<file path="src/rtl/axi_lite_slave.sv">
// AXI4-Lite register-bank slave: NREGS word registers with byte strobes.
// Ports: clk/rst, AXI-Lite AW/W/B/AR/R channels, regs_out flattened bank.
module axi_lite_slave #(
    parameter int AXI_ADDRW = 32,
    parameter int AXI_DATAW = 32,
    parameter int NREGS     = 16
) (
    input  logic                       clk,
    input  logic                       rst,
    input  logic [AXI_ADDRW-1:0]       awaddr,
    input  logic [2:0]                 awprot,
    input  logic                       awvalid,
    output logic                       awready,
    input  logic [AXI_DATAW-1:0]       wdata,
    input  logic [AXI_DATAW/8-1:0]     wstrb,
    input  logic                       wvalid,
    output logic                       wready,
    output logic [1:0]                 bresp,
    output logic                       bvalid,
    input  logic                       bready,
    input  logic [AXI_ADDRW-1:0]       araddr,
    input  logic [2:0]                 arprot,
    input  logic                       arvalid,
    output logic                       arready,
    output logic [AXI_DATAW-1:0]       rdata,
    output logic [1:0]                 rresp,
    output logic                       rvalid,
    input  logic                       rready,
    output logic [NREGS*AXI_DATAW-1:0] regs_out
);

    localparam int NB   = AXI_DATAW / 8;
    localparam int IDXW = $clog2(NREGS);
    localparam logic [1:0] OKAY   = 2'b00;
    localparam logic [1:0] SLVERR = 2'b10;

    typedef enum logic {W_IDLE, W_RESP} w_state_t;
    typedef enum logic {R_IDLE, R_RESP} r_state_t;

    w_state_t w_state_q, w_state_d;
    r_state_t r_state_q, r_state_d;

    logic [AXI_DATAW-1:0] regs_q [NREGS];

    logic                 aw_got_q, aw_got_d;
    logic                 w_got_q, w_got_d;
    logic [AXI_ADDRW-1:0] awaddr_q, awaddr_d;
    logic [AXI_DATAW-1:0] wdata_q, wdata_d;
    logic [NB-1:0]        wstrb_q, wstrb_d;
    logic                 awready_q, awready_d;
    logic                 wready_q, wready_d;
    logic                 bvalid_q, bvalid_d;
    logic [1:0]           bresp_q, bresp_d;
    logic                 arready_q, arready_d;
    logic                 rvalid_q, rvalid_d;
    logic [1:0]           rresp_q, rresp_d;
    logic [AXI_DATAW-1:0] rdata_q, rdata_d;

    logic                 aw_hs, w_hs, aw_have, w_have;
    logic                 cm_we;
    logic [AXI_ADDRW-1:0] cm_addr;
    logic [AXI_DATAW-1:0] cm_data;
    logic [NB-1:0]        cm_strb;
    logic                 cm_ok;
    logic                 rd_ok;
    logic [IDXW-1:0]      rd_idx;

    logic unused_ok;
    assign unused_ok = ^{awprot, arprot, awaddr_q[1:0], araddr[1:0]};

    assign aw_hs   = awready_q & awvalid;
    assign w_hs    = wready_q & wvalid;
    assign aw_have = aw_got_q | aw_hs;
    assign w_have  = w_got_q | w_hs;

    // The commit uses whichever copy (live input or captured) is current.
    assign cm_addr = aw_hs ? awaddr : awaddr_q;
    assign cm_data = w_hs ? wdata : wdata_q;
    assign cm_strb = w_hs ? wstrb : wstrb_q;
    assign cm_ok   = (cm_addr >> (IDXW + 2)) == '0;

    assign rd_ok  = (araddr >> (IDXW + 2)) == '0;
    assign rd_idx = araddr[IDXW+1:2];

    always_comb begin
        w_state_d = w_state_q;
        aw_got_d  = aw_got_q;
        w_got_d   = w_got_q;
        awaddr_d  = awaddr_q;
        wdata_d   = wdata_q;
        wstrb_d   = wstrb_q;
        awready_d = awready_q;
        wready_d  = wready_q;
        bvalid_d  = bvalid_q;
        bresp_d   = bresp_q;
        cm_we     = 1'b0;
        case (w_state_q)
            W_IDLE: begin
                if (aw_hs) awaddr_d = awaddr;
                if (w_hs) begin
                    wdata_d = wdata;
                    wstrb_d = wstrb;
                end
                if (aw_have && w_have) begin
                    cm_we     = cm_ok;
                    bresp_d   = cm_ok ? OKAY : SLVERR;
                    bvalid_d  = 1'b1;
                    awready_d = 1'b0;
                    wready_d  = 1'b0;
                    aw_got_d  = 1'b0;
                    w_got_d   = 1'b0;
                    w_state_d = W_RESP;
                end else begin
                    aw_got_d  = aw_have;
                    w_got_d   = w_have;
                    awready_d = !aw_have;
                    wready_d  = !w_have;
                end
            end
            W_RESP: begin
                if (bready) begin
                    bvalid_d  = 1'b0;
                    awready_d = 1'b1;
                    wready_d  = 1'b1;
                    w_state_d = W_IDLE;
                end
            end
            default: w_state_d = W_IDLE;
        endcase
    end

    // Reads sample regs_q before this cycle's commit lands: old value wins.
    always_comb begin
        r_state_d = r_state_q;
        arready_d = arready_q;
        rvalid_d  = rvalid_q;
        rresp_d   = rresp_q;
        rdata_d   = rdata_q;
        case (r_state_q)
            R_IDLE: begin
                if (arready_q && arvalid) begin
                    rvalid_d  = 1'b1;
                    arready_d = 1'b0;
                    rdata_d   = rd_ok ? regs_q[rd_idx] : '0;
                    rresp_d   = rd_ok ? OKAY : SLVERR;
                    r_state_d = R_RESP;
                end else begin
                    arready_d = 1'b1;
                end
            end
            R_RESP: begin
                if (rready) begin
                    rvalid_d  = 1'b0;
                    arready_d = 1'b1;
                    r_state_d = R_IDLE;
                end
            end
            default: r_state_d = R_IDLE;
        endcase
    end

    always_ff @(posedge clk) begin
        if (rst) begin
            w_state_q <= W_IDLE;
            r_state_q <= R_IDLE;
            aw_got_q  <= 1'b0;
            w_got_q   <= 1'b0;
            awaddr_q  <= '0;
            wdata_q   <= '0;
            wstrb_q   <= '0;
            awready_q <= 1'b0;
            wready_q  <= 1'b0;
            bvalid_q  <= 1'b0;
            bresp_q   <= OKAY;
            arready_q <= 1'b0;
            rvalid_q  <= 1'b0;
            rresp_q   <= OKAY;
            rdata_q   <= '0;
            for (int k = 0; k < NREGS; k++) regs_q[k] <= '0;
        end else begin
            w_state_q <= w_state_d;
            r_state_q <= r_state_d;
            aw_got_q  <= aw_got_d;
            w_got_q   <= w_got_d;
            awaddr_q  <= awaddr_d;
            wdata_q   <= wdata_d;
            wstrb_q   <= wstrb_d;
            awready_q <= awready_d;
            wready_q  <= wready_d;
            bvalid_q  <= bvalid_d;
            bresp_q   <= bresp_d;
            arready_q <= arready_d;
            rvalid_q  <= rvalid_d;
            rresp_q   <= rresp_d;
            rdata_q   <= rdata_d;
            if (cm_we) begin
                for (int b = 0; b < NB; b++) begin
                    if (cm_strb[b])
                        regs_q[cm_addr[IDXW+1:2]][b*8 +: 8] <= cm_data[b*8 +: 8];
                end
            end
        end
    end

    assign awready = awready_q;
    assign wready  = wready_q;
    assign bvalid  = bvalid_q;
    assign bresp   = bresp_q;
    assign arready = arready_q;
    assign rvalid  = rvalid_q;
    assign rresp   = rresp_q;
    assign rdata   = rdata_q;

    for (genvar k = 0; k < NREGS; k++) begin : g_out
        assign regs_out[k*AXI_DATAW +: AXI_DATAW] = regs_q[k];
    end

endmodule

</file>
<file path="config.mk">
export PLATFORM = sky130hd
export DESIGN_NAME = axi_lite_slave
export DESIGN_NICKNAME = d
export VERILOG_FILES = /design/src/rtl/axi_lite_slave.sv
export SDC_FILE = /design/constraint.sdc
export NUM_CORES = 1
export LEC_CHECK = 0
export CORE_AREA = 2 2 258 260
export CTS_CLUSTER_DIAMETER = 60
export DETAILED_ROUTE_END_ITERATION = 10
export DIE_AREA = 0 0 260 262
export HOLD_SLACK_MARGIN = 0.1
export PLACE_DENSITY = 0.73
export SLEW_MARGIN = 20
export SYNTH_ARGS = -nofsm -noshare
export SYNTH_HDL_FRONTEND = slang
export SYNTH_SLANG_ARGS = --single-unit
</file>
<file path="constraint.sdc">
create_clock -name clk -period 2.29 [get_ports clk]
set_input_delay 0.229 -clock clk [delete_from_list [all_inputs] [get_ports clk]]
set_output_delay 0.229 -clock clk [all_outputs]
set_load 0.005 [all_outputs]
</file>
### Word level (Yosys, flattened, before mapping)

Memories as Yosys holds them, arrays and structs flattened.
Index checks and enable logic that the tools add are counted.

| storage, ports and cells | value |
|---|---|
| register bits after elaboration | 113 |
| bits in writable memories | 512 |
| input bits | 113 |
| output and inout bits | 553 |
| logic and storage cells | 90 |
| memories kept | 1 |

| cells by class | value |
|---|---|
| equal/unequal tests | 4 |
| mux-type cells | 51 |
| bitwise operators | 6 |
| reductions and logical operators | 12 |

Memories:

| name | words | bits a word | read ports | clocked after Yosys merged registers in | wr ports | RTL line | text |
|---|---|---|---|---|---|---|---|
| regs_q | 16 | 32 | 17 | 0 | 16 | 43 | `logic [AXI_DATAW-1:0] regs_q [NREGS];` |

Operators with widths:

| cell | count |
|---|---|
| $mux 32 | 4 |
| $logic_not 32->1 | 2 |
| $mux 1 | 35 |
| $reduce_or 32->1 | 1 |
| $pmux 1 s2 | 7 |
| $mux 4 | 3 |
| $reduce_and 2->1 | 5 |
| $ne 2x2->1 const B | 4 |
| $mux 2 | 2 |
| $and 1x1->1 | 2 |
| $logic_and 1x1->1 | 2 |
| $logic_not 1->1 | 2 |
| $not 1->1 | 2 |
| $or 1x1->1 | 2 |

### Longest topological paths before layout

| logic depth | value |
|---|---|
| depth after elaboration | 10 |
| depth in mapped cells | 8 |
| gate-level depth less buffers | 5 |

### Worst setup path after synthesis

OpenSTA, ideal clock, no wires.

| timing path | value |
|---|---|
| path type | register -> register |
| start | register awaddr_q[17] |
| end | memory regs_q[4][24] (enable) |
| library setup time | 387 ps |
| arrival | 2096 ps |
| setup slack | -193 ps |
| stages on the path, launching flop included | 7 |
| path buffers | 1 |
| period minus slack after synthesis | 2483 ps |
| cell sequence | dfxtp_1 -> nor4_1 -> nand4_1 -> o22ai_4 -> nand2_4 -> clkbuf_1 -> o31ai_1 |

RTL lines:

| element | RTL line | text |
|---|---|---|
| start: declaration | 47 | `logic [AXI_ADDRW-1:0] awaddr_q, awaddr_d;` |
| start signal: assignment | 185 | `awaddr_q <= awaddr_d;` |
| end: declaration | 43 |  |

==> out/results.tsv <==
stage	metric	value	unit
grt	vias in the first global route	21620	
setup_path	Startpoint Class	flip-flop	
cells_and_area	Layout Nets	3074	
grt	Tot GR Track Use	30.12	%
clock_network	post-CTS setup buffers	0	
setup_path	slowest CP cell	dfxtp_1	
timing	worst hold slack	0.2105	ns
clock_network	clk root buf	clkbuf_16	
yosys	ys async rst share	0	%
setup_path	Crit Path Max Fanout	29	
setup_path	CP cell instances	nor4_2, nand4_1, o22ai_4, buf_12, nand3_4, buf_12, o21ai_1, buf_4	
timing	Max Slew Vio Count	0	
yosys	area share of the largest cell type after synthesis	55.89	%
clock_network	CTS H-Tree Depth	3	
setup_path	Data required, critical path	2.61	ns
timing	Setup Viol. Count Final	0	
yosys	post-synthesis sequential area ratio	63.82	%
clock_network	clk buf depth	3	
setup_path	WS Path Type	flip-flop to flip-flop	
power	leakage power	13.37	nW
yosys	Top FF cell, synth	edfxtp_1	
grt	initial antenna violation count	14	
timing	final hold vios	0	
worst_hold_path	Hold Path Class	input pin to flip-flop	
routing	via count	22760	
die	die footprint	68120	µm²
timing	clk_skew	0.03067	ns
clock_network	clock slew seen by the registers of the worst setup and hold paths	0.06	ns
yosys	most frequent cell after synthesis	edfxtp_1	
power	total power	27.16	mW
worst_hold_path	Hold Crit Start	wdata[23]	
setup_path	crit-path most repeated cell	buf_12	
power	maximum vdd drop	0.5276	mV
worst_hold_path	WHS Path Cells	3	
worst_hold_path	Hold Path End	wdata_q[23]	
power	Pwr Density	698.0	nW/µm²
timing	RSZ-0062 raised after global routing	no	
timing	setup ws final	0.08148	ns
yosys	flops & latches, synth	621	
timing	Worst-Margin Slew	0.7820	ns
setup_path	endpoint type of the worst setup path	flip-flop	
setup_path	worst r2r path cells	8	
timing	Rel. slew slack	47.86	%
setup_path	R2R Setup Slk	0.08	ns
clock_network	CTS Sinks	621	
setup_path	CP peak stage delay	0.32	ns
yosys	EDFF count, synth	512	
setup_path	reg-to-reg endpoint	regs_q[15][18]	
clock_network	TritonCTS clock tree	built	
placement	Placed Cells incl. Taps	3753	
placement	pre-CTS setup slack	-0.3976	ns
cells_and_area	Multi-input gate area	9274	µm²
die	FP Rows	94	
die	Initial Util	42.14	%
routing	WL per Instance	27.15	µm
status	status	completed	
routing	drt pass-1 iters	6	
clock_network	clock latency at the later pin of the worst-skew pair	0.61	ns
timing	final cycle utilization of the critical path	96.44	%
cells_and_area	fraction of final layout cells sized beyond drive strength 1	18.81	%
yosys	Avg Inst Size Synth	12.64	µm²
cells_and_area	Post-Layout Cell Count	3883	
timing	Final Critical Period	2.209	ns
cells_and_area	FF/Latch Area	17560	µm²
yosys	largest area contributor in the netlist	edfxtp_1	
setup_path	Reg-to-Reg Start	awaddr_q[28]	
cells_and_area	Fillers	5029	
yosys	Area contributors post-synth	edfxtp_1, mux4_2, dfxtp_1	
die	core area	65280	µm²
yosys	Syn Inst Count	2177	
routing	Remaining DRCs	0	
die	# IOs	666	
yosys	most common library cells after synthesis	edfxtp_1, nor2_1, nand2_1	
yosys	synth warn	0	
yosys	synthesized area	27510	µm²
clock_network	CTS Buf Count	68	
grt	largest net degree at the start of global routing	65	
timing	max frequency	452.8	MHz
run	max_cap viols	0	
grt	grt total ovfl	0	
placement	RePlAce Congestion	0.9904	
routing	DRT iter0 DRCs	2981	
die	die width	260	µm
grt	first-pass GRT wire length	147800	µm
setup_path	critical path arrival	2.53	ns
placement	port bufs	653	
placement	Final HPWL DP	81930	µm
cells_and_area	Syn-to-layout area delta	41.46	%
routing	DRT Wirelength	105400	µm
routing	Detail Route Antenna Nets	0	
die	die height	262	µm
yosys	number of distinct library cells after synthesis	43	
routing	via/cell ratio	5.861	
timing	final setup TNS	0	ns
## cell type report
type | instances | share of cell area [%]
diodes | 5 | 0.03215
clock buffers | 93 | 4.878
clock inverters | 30 | 1.006
inverters | 4 | 0.03858
multi-input cells | 1379 | 23.83
flip-flops and latches | 621 | 45.12
well taps | 864 | 2.778
repair buffers | 887 | 22.32
## critical path: cells and delay by family, from the launching register on
kind,cells,cell delay (ns)
and+or+nand+nor,3,0.65
buffers and inverters,3,0.52
AOI/OAI and AO/OA,2,0.42
DFF,1,0.32
## state kept, by name (all words and copies together) (netlist names), 4 cells and up
| signal | flops |
|---|---|
| awaddr_q | 30 |
| rdata | 32 |
| regs_q | 512 |
| wdata_q | 32 |
| wstrb_q | 4 |
## repair_timing
item	in CTS	in global routing
gates resized for setup	2	16
pin swaps	1	3
endpoints found under the setup margin	120	434
hold buffers	2	0
endpoints found under the hold margin	5	0
## report_power, final
| group | internal, mW | total, mW | switching (mW) | leakage, nW |
|---|---|---|---|---|
| registers | 12.6 | 13.0 | 0.402 | 6.17 |
| logic | 1.50 | 2.85 | 1.35 | 6.08 |
| clock network | 6.76 | 11.3 | 4.56 | 1.12 |
| total | 20.8 | 27.2 | 6.31 | 13.4 |
## per-stage QoR
stage / util, % / instance area (µm²)
3_3_place_gp: 55.94 / 36510
3_5_place_dp: 55.94 / 36510
4_1_cts: 59.49 / 38830
6_report: 59.61 / 38910
2_1_floorplan: - / 27510
5_1_grt: 59.61 / 38910
## worst max path at each step
stage / cells after the start / to / slack (ns) / startpoint
global route: 8 / regs_q[10][1] / 0.001 / awready
detailed placement: 9 / regs_q[14][7] / -0.40 / awaddr[13]
finish: 8 / regs_q[15][18] / 0.08 / awaddr_q[28]
CTS: 8 / regs_q[1][10] / 0.007 / awaddr_q[23]
global placement: 9 / regs_q[14][1] / -0.47 / awaddr[13]
floorplan: 6 / regs_q[4][24] / -0.19 / awaddr_q[17]
## cells in the final DEF, fill, tap and decap left out, drive strengths merged, types with 65 or more instances in the layout
| cell type | instances |
|---|---|
| a21oi | 71 |
| mux4 | 128 |
| clkdlybuf4s50 | 649 |
| dfxtp | 109 |
| nand2 | 322 |
| nor3 | 162 |
| mux2 | 65 |
| buf | 235 |
| nor2 | 401 |
| edfxtp | 512 |
| clkbuf | 94 |
## kinds of logic after synthesis
logic type             after synthesis  share of synthesized area, %
AO/OA/AOI/OAI                      178                         3.761
buffers and inverters              178                         3.016
flip-flops                         621                         63.82
multiplexers                       230                         14.49
other                                1                       0.01363
AND/OR/NAND/NOR                    969                         14.90
## layer usage
layer	track usage, %	vias up	wire length (µm)
met1	37.62	11150	37190
li1	-	9555	-
met5	0	-	99
met2	50.18	1759	51370
met4	12.68	16	4457
met3	7.465	280	12310
(Power assumes the default switching activity.)
